[src/rtl/store_buffer_if.sv]
// rtl/store_buffer_if.sv - CPU-side and memory-side signal bundle for the store buffer
interface store_buffer_if #(
  parameter int data_length    = 32,
  parameter int address_length = 10,
  parameter int DEPTH          = 4
);
  localparam int count_width = $clog2(DEPTH) + 1;

  // CPU MEM-stage side
  logic                      cpu_read;
  logic                      cpu_write;
  logic [address_length-1:0] cpu_address;
  logic [data_length-1:0]    cpu_wdata;
  logic [data_length-1:0]    cpu_rdata;
  logic                      cpu_stall;

  // Memory-system side
  logic [address_length-1:0] mem_address;
  logic [data_length-1:0]    mem_DataIn;
  logic                      MemRead;
  logic                      MemWrite;
  logic                      mem_stall;
  logic [data_length-1:0]    mem_DataOut;

  // Occupancy status
  logic [count_width-1:0]    buf_count;
  logic                      buf_empty;

  // The store buffer itself
  modport slave (
    input  cpu_read, cpu_write, cpu_address, cpu_wdata, mem_stall, mem_DataOut,
    output cpu_rdata, cpu_stall, mem_address, mem_DataIn, MemRead, MemWrite,
    output buf_count, buf_empty
  );

  // The environment around it (CPU plus memory system)
  modport master (
    output cpu_read, cpu_write, cpu_address, cpu_wdata, mem_stall, mem_DataOut,
    input  cpu_rdata, cpu_stall, mem_address, mem_DataIn, MemRead, MemWrite,
    input  buf_count, buf_empty
  );
endinterface

[src/rtl/store_buffer.sv]
// rtl/store_buffer.sv - in-order posted-store FIFO with load forwarding, drains to memory one word at a time
module store_buffer #(
  parameter int data_length    = 32,
  parameter int address_length = 10,
  parameter int DEPTH          = 4
) (
  input logic           clk,
  input logic           rst,
  store_buffer_if.slave bus
);
  localparam int ptr_width   = $clog2(DEPTH);
  localparam int count_width = ptr_width + 1;

  typedef enum logic [1:0] {IDLE, DRAIN, LOAD} state_t;

  state_t                    state, state_next;
  logic [address_length-1:0] entry_addr [DEPTH];
  logic [data_length-1:0]    entry_data [DEPTH];
  logic [ptr_width-1:0]      head, tail, idx;
  logic [count_width-1:0]    count, count_next;
  logic [address_length-1:0] load_addr;

  logic                   full;
  logic                   fwd_hit;
  logic [data_length-1:0] fwd_data;
  logic                   load_miss;
  logic                   store_req;
  logic                   push;
  logic                   pop;
  logic                   load_done;

  assign full       = (count == count_width'(DEPTH));
  assign pop        = (state == DRAIN) & ~bus.mem_stall;
  assign load_done  = (state == LOAD) & ~bus.mem_stall;
  // A simultaneous read and write is a read; the write half is dropped.
  assign store_req  = bus.cpu_write & ~bus.cpu_read;
  // A full buffer still takes a store when the head leaves on the same edge.
  assign push       = store_req & (~full | pop);
  assign load_miss  = bus.cpu_read & ~fwd_hit;
  assign count_next = count + count_width'(push) - count_width'(pop);

  // Forwarding search: walk oldest to youngest so the youngest match wins.
  // The head entry is still counted while its drain completes, so it still forwards.
  always_comb begin
    fwd_hit  = 1'b0;
    fwd_data = '0;
    idx      = '0;
    for (int k = 0; k < DEPTH; k++) begin
      idx = head + ptr_width'(k);
      if ((count_width'(k) < count) && (entry_addr[idx] == bus.cpu_address)) begin
        fwd_hit  = 1'b1;
        fwd_data = entry_data[idx];
      end
    end
  end

  // CPU response: memory data on load completion, forwarded data on a hit, stall otherwise.
  always_comb begin
    bus.cpu_rdata = '0;
    bus.cpu_stall = 1'b0;
    if (bus.cpu_read && state == LOAD) begin
      bus.cpu_stall = ~load_done;
      if (load_done) begin
        bus.cpu_rdata = bus.mem_DataOut;
      end
    end else if (bus.cpu_read) begin
      if (fwd_hit) begin
        bus.cpu_rdata = fwd_data;
      end else begin
        bus.cpu_stall = 1'b1;
      end
    end else if (store_req) begin
      bus.cpu_stall = ~push;
    end
  end

  // Next state: a pending miss wins only at a transaction boundary (IDLE or drain completion).
  always_comb begin
    state_next = state;
    case (state)
      IDLE: begin
        if (load_miss) begin
          state_next = LOAD;
        end else if (count_next != '0) begin
          state_next = DRAIN;
        end
      end
      DRAIN: begin
        if (pop) begin
          if (load_miss) begin
            state_next = LOAD;
          end else if (count_next == '0) begin
            state_next = IDLE;
          end
        end
      end
      LOAD: begin
        if (load_done) begin
          state_next = (count_next != '0) ? DRAIN : IDLE;
        end
      end
      default: state_next = IDLE;
    endcase
  end

  // Memory port is a pure function of state, so reset drops any request immediately.
  always_comb begin
    bus.MemWrite    = (state == DRAIN);
    bus.MemRead     = (state == LOAD);
    bus.mem_address = '0;
    bus.mem_DataIn  = '0;
    if (state == DRAIN) begin
      bus.mem_address = entry_addr[head];
      bus.mem_DataIn  = entry_data[head];
    end else if (state == LOAD) begin
      bus.mem_address = load_addr;
    end
  end

  assign bus.buf_count = count;
  assign bus.buf_empty = (count == '0);

  // Control state: FSM, FIFO pointers, occupancy and the latched miss address.
  always_ff @(posedge clk or posedge rst) begin
    if (rst) begin
      state     <= IDLE;
      head      <= '0;
      tail      <= '0;
      count     <= '0;
      load_addr <= '0;
    end else begin
      state <= state_next;
      count <= count_next;
      if (push) begin
        tail <= tail + 1'b1;
      end
      if (pop) begin
        head <= head + 1'b1;
      end
      if (state != LOAD && state_next == LOAD) begin
        load_addr <= bus.cpu_address;
      end
    end
  end

  // Entry storage; contents are meaningless outside the occupied window, so no reset.
  always_ff @(posedge clk) begin
    if (push) begin
      entry_addr[tail] <= bus.cpu_address;
      entry_data[tail] <= bus.cpu_wdata;
    end
  end
endmodule

[src/flat_wrapper.sv]
// flat-port wrapper written by rule: the top's interface ports become plain ports
module store_buffer_flat 
#(
  parameter int data_length    = 32,
  parameter int address_length = 10,
  parameter int DEPTH          = 4
)
  (clk, rst, bus_cpu_read, bus_cpu_write, bus_cpu_address, bus_cpu_wdata, bus_mem_stall, bus_mem_DataOut, bus_cpu_rdata, bus_cpu_stall, bus_mem_address, bus_mem_DataIn, bus_MemRead, bus_MemWrite, bus_buf_count, bus_buf_empty);
  store_buffer_if #(.data_length(data_length), .address_length(address_length), .DEPTH(DEPTH)) bus_i ();
  input logic clk;
  input logic rst;
  input wire logic [$bits(bus_i.cpu_read)-1:0] bus_cpu_read;
  input wire logic [$bits(bus_i.cpu_write)-1:0] bus_cpu_write;
  input wire logic [$bits(bus_i.cpu_address)-1:0] bus_cpu_address;
  input wire logic [$bits(bus_i.cpu_wdata)-1:0] bus_cpu_wdata;
  input wire logic [$bits(bus_i.mem_stall)-1:0] bus_mem_stall;
  input wire logic [$bits(bus_i.mem_DataOut)-1:0] bus_mem_DataOut;
  output wire logic [$bits(bus_i.cpu_rdata)-1:0] bus_cpu_rdata;
  output wire logic [$bits(bus_i.cpu_stall)-1:0] bus_cpu_stall;
  output wire logic [$bits(bus_i.mem_address)-1:0] bus_mem_address;
  output wire logic [$bits(bus_i.mem_DataIn)-1:0] bus_mem_DataIn;
  output wire logic [$bits(bus_i.MemRead)-1:0] bus_MemRead;
  output wire logic [$bits(bus_i.MemWrite)-1:0] bus_MemWrite;
  output wire logic [$bits(bus_i.buf_count)-1:0] bus_buf_count;
  output wire logic [$bits(bus_i.buf_empty)-1:0] bus_buf_empty;
  assign bus_i.cpu_read = bus_cpu_read;
  assign bus_i.cpu_write = bus_cpu_write;
  assign bus_i.cpu_address = bus_cpu_address;
  assign bus_i.cpu_wdata = bus_cpu_wdata;
  assign bus_i.mem_stall = bus_mem_stall;
  assign bus_i.mem_DataOut = bus_mem_DataOut;
  assign bus_cpu_rdata = bus_i.cpu_rdata;
  assign bus_cpu_stall = bus_i.cpu_stall;
  assign bus_mem_address = bus_i.mem_address;
  assign bus_mem_DataIn = bus_i.mem_DataIn;
  assign bus_MemRead = bus_i.MemRead;
  assign bus_MemWrite = bus_i.MemWrite;
  assign bus_buf_count = bus_i.buf_count;
  assign bus_buf_empty = bus_i.buf_empty;
  store_buffer #(.data_length(data_length), .address_length(address_length), .DEPTH(DEPTH)) u_core (.clk(clk), .rst(rst), .bus(bus_i));
endmodule
[config.mk]
export PLATFORM = sky130hd
export DESIGN_NAME = store_buffer_flat
export DESIGN_NICKNAME = d
export VERILOG_FILES = /design/src/rtl/store_buffer_if.sv /design/src/rtl/store_buffer.sv /design/src/flat_wrapper.sv
export SDC_FILE = /design/constraint.sdc
export NUM_CORES = 1
export LEC_CHECK = 0
export CORE_MARGIN = 3
export CORE_UTILIZATION = 50
export DETAILED_ROUTE_END_ITERATION = 16
export DONT_BUFFER_PORTS = 1
export HOLD_SLACK_MARGIN = 0.08
export PLACE_DENSITY = 0.69
export SLEW_MARGIN = 0
export SYNTH_ARGS = -nofsm -noshare
export SYNTH_HDL_FRONTEND = slang
export SYNTH_SLANG_ARGS = --single-unit
[constraint.sdc]
create_clock -name clk -period 4 [get_ports clk]
set_input_delay 0.4 -clock clk [delete_from_list [all_inputs] [get_ports clk]]
set_output_delay 0.4 -clock clk [all_outputs]
set_load 0.01 [all_outputs]
==> metrics.txt, run 1 <==
largest net degree at the start of global routing 96; Hold Slack 0.104 ns; CTS Buffer Depth 2; post-layout net count 1,332; GRT Total Usage 0.251; clock root buffer sky130_fd_sc_hd__clkbuf_16; worst slew pin tran 0.859 ns; number of port buffers 0; Seq/Total Area, Yosys 0.458; Netlist cell types 58; TritonCTS sink count 187; Cell Count Post-Placement 1,475; CP Launch Type register; setup repair after global routing missed its margin yes; number of cells produced by synthesis 1,187; detailed-placement wirelength estimate 21,100 um; path depth of the worst reg2reg path 11; Syn Std Cell Area 12,100 um^2; FF/Latch Area 5530 um^2; Hold Startpoint bus_cpu_address[5]; most used cell along the critical path sky130_fd_sc_hd__buf_4; routed via count 9,573; highest metal layer with signal wires met4; result of the run finished, violations left; biggest fanout along the worst timing path 19; cell with the largest stage delay on the worst path sky130_fd_sc_hd__mux4_2; Mapped Nets 1,275; area share of the leading cell type in the synthesized netlist 0.418; count of unresolved DRC violations after routing 0; number of failing setup endpoints in the final timing report 6; # Max-Cap Violations 0; via count of the first global-routing pass 9,065; grt total ovfl 0; antenna diode instance count 0; count of flip-flops with a built-in enable after synthesis 168; final critical delay including setup and external delays 4.05 ns; cell area after layout 14,400 um^2; antenna violation net count after detailed routing 0; Skew-Pair Late Insertion Delay 0.44 ns; Max-Slew Margin vs Limit 0.427; final period utilization 1.01; violated checks setup timing; Num CTS Buffers 17; antenna violations before repair 0; Hold Crit Depth 1; routed wire length on met2 16,500 um; Pleak 5.55 nW; Horiz. Die Dim 161 um; initial core utilization 0.511; met3 layer wire length in the routed design 3060 um; start point of the critical path u_core.head[1]$_DFFE_PP0P_; final cell count without fillers 1,576; Data required, critical path 3.60 ns; Critical Setup Path Class register to output port; mean number of vias per cell 6.07; mean routed wirelength per cell 21.8 um; Multi-input gate area 6400 um^2; number of synthesized register bits 187; fin util 0.608; drt first-iter violations 1,036; Final GP Congestion 0.943; post-detailed-placement cell area 12,600 um^2; number of hold violations in the final report 0; wire length of the first global-routing pass 51,200 um; largest incremental delay on the critical path 0.53 ns; dominant cells by area after synthesis sky130_fd_sc_hd__edfxtp_1 (42%), sky130_fd_sc_hd__mux2i_1 (8.5%), sky130_fd_sc_hd__mux2_2 (6.0%), sky130_fd_sc_hd__nand2_1 (5.5%), sky130_fd_sc_hd__nor2_1 (5.2%); clock slew at reported path FFs 0.08 ns; TritonRoute pass-1 iters 8; Synthesis Warnings 0; deepest level of the CTS H-tree 4; Yosys top cell by area sky130_fd_sc_hd__edfxtp_1; core region area 23,600 um^2; pwr dens 626 nW/um^2; overall die height 161 um; highest-count cells in the layout ignoring fill and taps sky130_fd_sc_hd__nand2_1 (177), sky130_fd_sc_hd__edfxtp_1 (168), sky130_fd_sc_hd__nor2_1 (164); number of fillers in the final layout 1,873; setup slack of the critical path after layout -0.0451 ns; die area 26,000 um^2; number of cells on the critical path 12; worst path cell trace buf_4, bufbuf_16, mux4_2, xnor2_1, and4_1, o211ai_4, o31a_2, nand3_4, buf_12, nand3_1, a2bb2oi_2, buf_4; Worst Setup End Kind output port; IR Drop Worst-Case VDD 0.364 mV; most instantiated flip-flop cell in the synthesis netlist sky130_fd_sc_hd__edfxtp_1; async set-or-reset flop fraction in the synthesized netlist 0.102; type of the tightest min-delay check input pin to register; gate family responsible for the most delay along the worst path buffers and inverters; Avg Inst Size Synth 10.2 um^2; commonest non-fill, non-tap cell in the layout sky130_fd_sc_hd__nand2_1; maximum clock frequency 247 MHz; post-route met1 wirelength 14,200 um; arrival time at the worst endpoint 3.65 ns; area added between synthesis and finish 19.0%; final wirelength 34,400 um; fraction of final layout cells with drive strength greater than 1 0.224; placement row count 56; I/O pins 160; total negative slack for setup checks -0.0997 ns; Worst Skew 0.0136 ns; launching point of the worst reg2reg path u_core.head[1]$_DFFE_PP0P_; TritonCTS clock tree done; Crit path buffers/inverters 4; number of slew-limit violations in the final report 0
-- synth_stat cells, types with 3 or more instances --
library cell and count:
sky130_fd_sc_hd__a2bb2oi_1 32, sky130_fd_sc_hd__nand2_1 178, sky130_fd_sc_hd__nand3_1 36, sky130_fd_sc_hd__buf_1 20, sky130_fd_sc_hd__a21oi_1 38, sky130_fd_sc_hd__buf_2 10
sky130_fd_sc_hd__nor2_1 167, sky130_fd_sc_hd__xnor2_1 28, sky130_fd_sc_hd__nor3_1 11, sky130_fd_sc_hd__o21ai_0 36, sky130_fd_sc_hd__mux2i_1 103, sky130_fd_sc_hd__nor4_1 3
sky130_fd_sc_hd__edfxtp_1 168, sky130_fd_sc_hd__nand2b_1 4, sky130_fd_sc_hd__xor2_1 17, sky130_fd_sc_hd__o21bai_1 31, sky130_fd_sc_hd__a22o_1 5, sky130_fd_sc_hd__ha_1 8
sky130_fd_sc_hd__clkbuf_1 58, sky130_fd_sc_hd__a22oi_1 4, sky130_fd_sc_hd__dfrtp_1 19, sky130_fd_sc_hd__mux2_4 11, sky130_fd_sc_hd__o211a_1 32, sky130_fd_sc_hd__mux2_2 64
sky130_fd_sc_hd__and2_1 4, sky130_fd_sc_hd__o21ai_1 32, sky130_fd_sc_hd__inv_1 12, sky130_fd_sc_hd__a32o_1 4, sky130_fd_sc_hd__buf_12 4, sky130_fd_sc_hd__mux4_2 12
-- power by group --
| part | switching, mW | internal (mW) |
|---|---|---|
| Sequential | 0.202 | 2.43 |
| Clock | 0.806 | 0.945 |
| Combinational | 2.76 | 1.83 |
-- stage by stage --
stage / setup slack (ns) / power, mW
floorplan: 0.736 / 6.02
finish: -0.0451 / 8.98
global route: -0.108 / 9.52
detailed placement: 0.167 / 6.83
CTS: 0.0116 / 8.78
global placement: 0.161 / 6.75
-- logic make-up after synthesis --
logic type	Yosys count	share of synthesized area
adder cells (fa/ha/maj)	9	0.00996
flip-flops	187	0.458
buffers and inverters	108	0.0416
AND/OR/NAND/NOR	417	0.142
multiplexers	190	0.181
XOR/XNOR	45	0.0327
AO/OA/AOI/OAI	231	0.135
-- worst paths after layout --
path / to / slack [ns]
worst min register to register: u_core.load_addr[6]$_DFFE_PP0P_ / 0.52
worst min-delay path: u_core.load_addr[5]$_DFFE_PP0P_ / 0.10
min in group asynchronous: u_core.bus.buf_count[1]$_DFF_PP0_ / 0.58
max in group asynchronous: u_core.head[0]$_DFFE_PP0P_ / 2.79
worst max register to register: u_core.load_addr[7]$_DFFE_PP0P_ / 0.27
worst max-delay path: bus_cpu_rdata[4] / -0.05
-- state kept, by name, indices dropped and copies added, names as in the netlist --
register,cells
u_core.state,2
u_core.load_addr,10
u_core.entry_data,128
u_core.entry_addr,40
u_core.tail,2
u_core.head,2
u_core.bus.buf_count,3
-- what timing repair did --
action,in CTS,in global routing
setup buffers,3,17
hold endpoints to repair,187,0
hold buffers,43,0
cloned,1,5
pin swaps,0,15
endpoints found under the setup margin,32,32
gates resized for setup,26,50
-- layout make-up --
class                      count  share of cell area
inverter                      13             0.00357
sequential                   187               0.385
tap                          319              0.0278
timing repair buffer         133              0.0954
clock buffer                  17              0.0296
clock inverter                15              0.0122
multi-input combinational    892               0.446
-- layer usage --
metal,vias to the layer above,global-route usage
met5,-,0
met4,0,0.0700
met3,49,0.0505
met2,469,0.404
met1,4638,0.349
li1,4417,-
No activity file was read; power rests on OpenSTA's default activity.
==> run 2, diff against run 1 <==
--- a/config.mk
+++ b/config.mk
@@ -11,7 +11,6 @@
 export DONT_BUFFER_PORTS = 1
 export HOLD_SLACK_MARGIN = 0.08
 export PLACE_DENSITY = 0.69
-export SLEW_MARGIN = 0
 export SYNTH_ARGS = -nofsm -noshare
 export SYNTH_HDL_FRONTEND = slang
 export SYNTH_SLANG_ARGS = --single-unit
==> results of run 2 <==
Same layout as run 1: the final DEF is identical, and so are final timing and power.
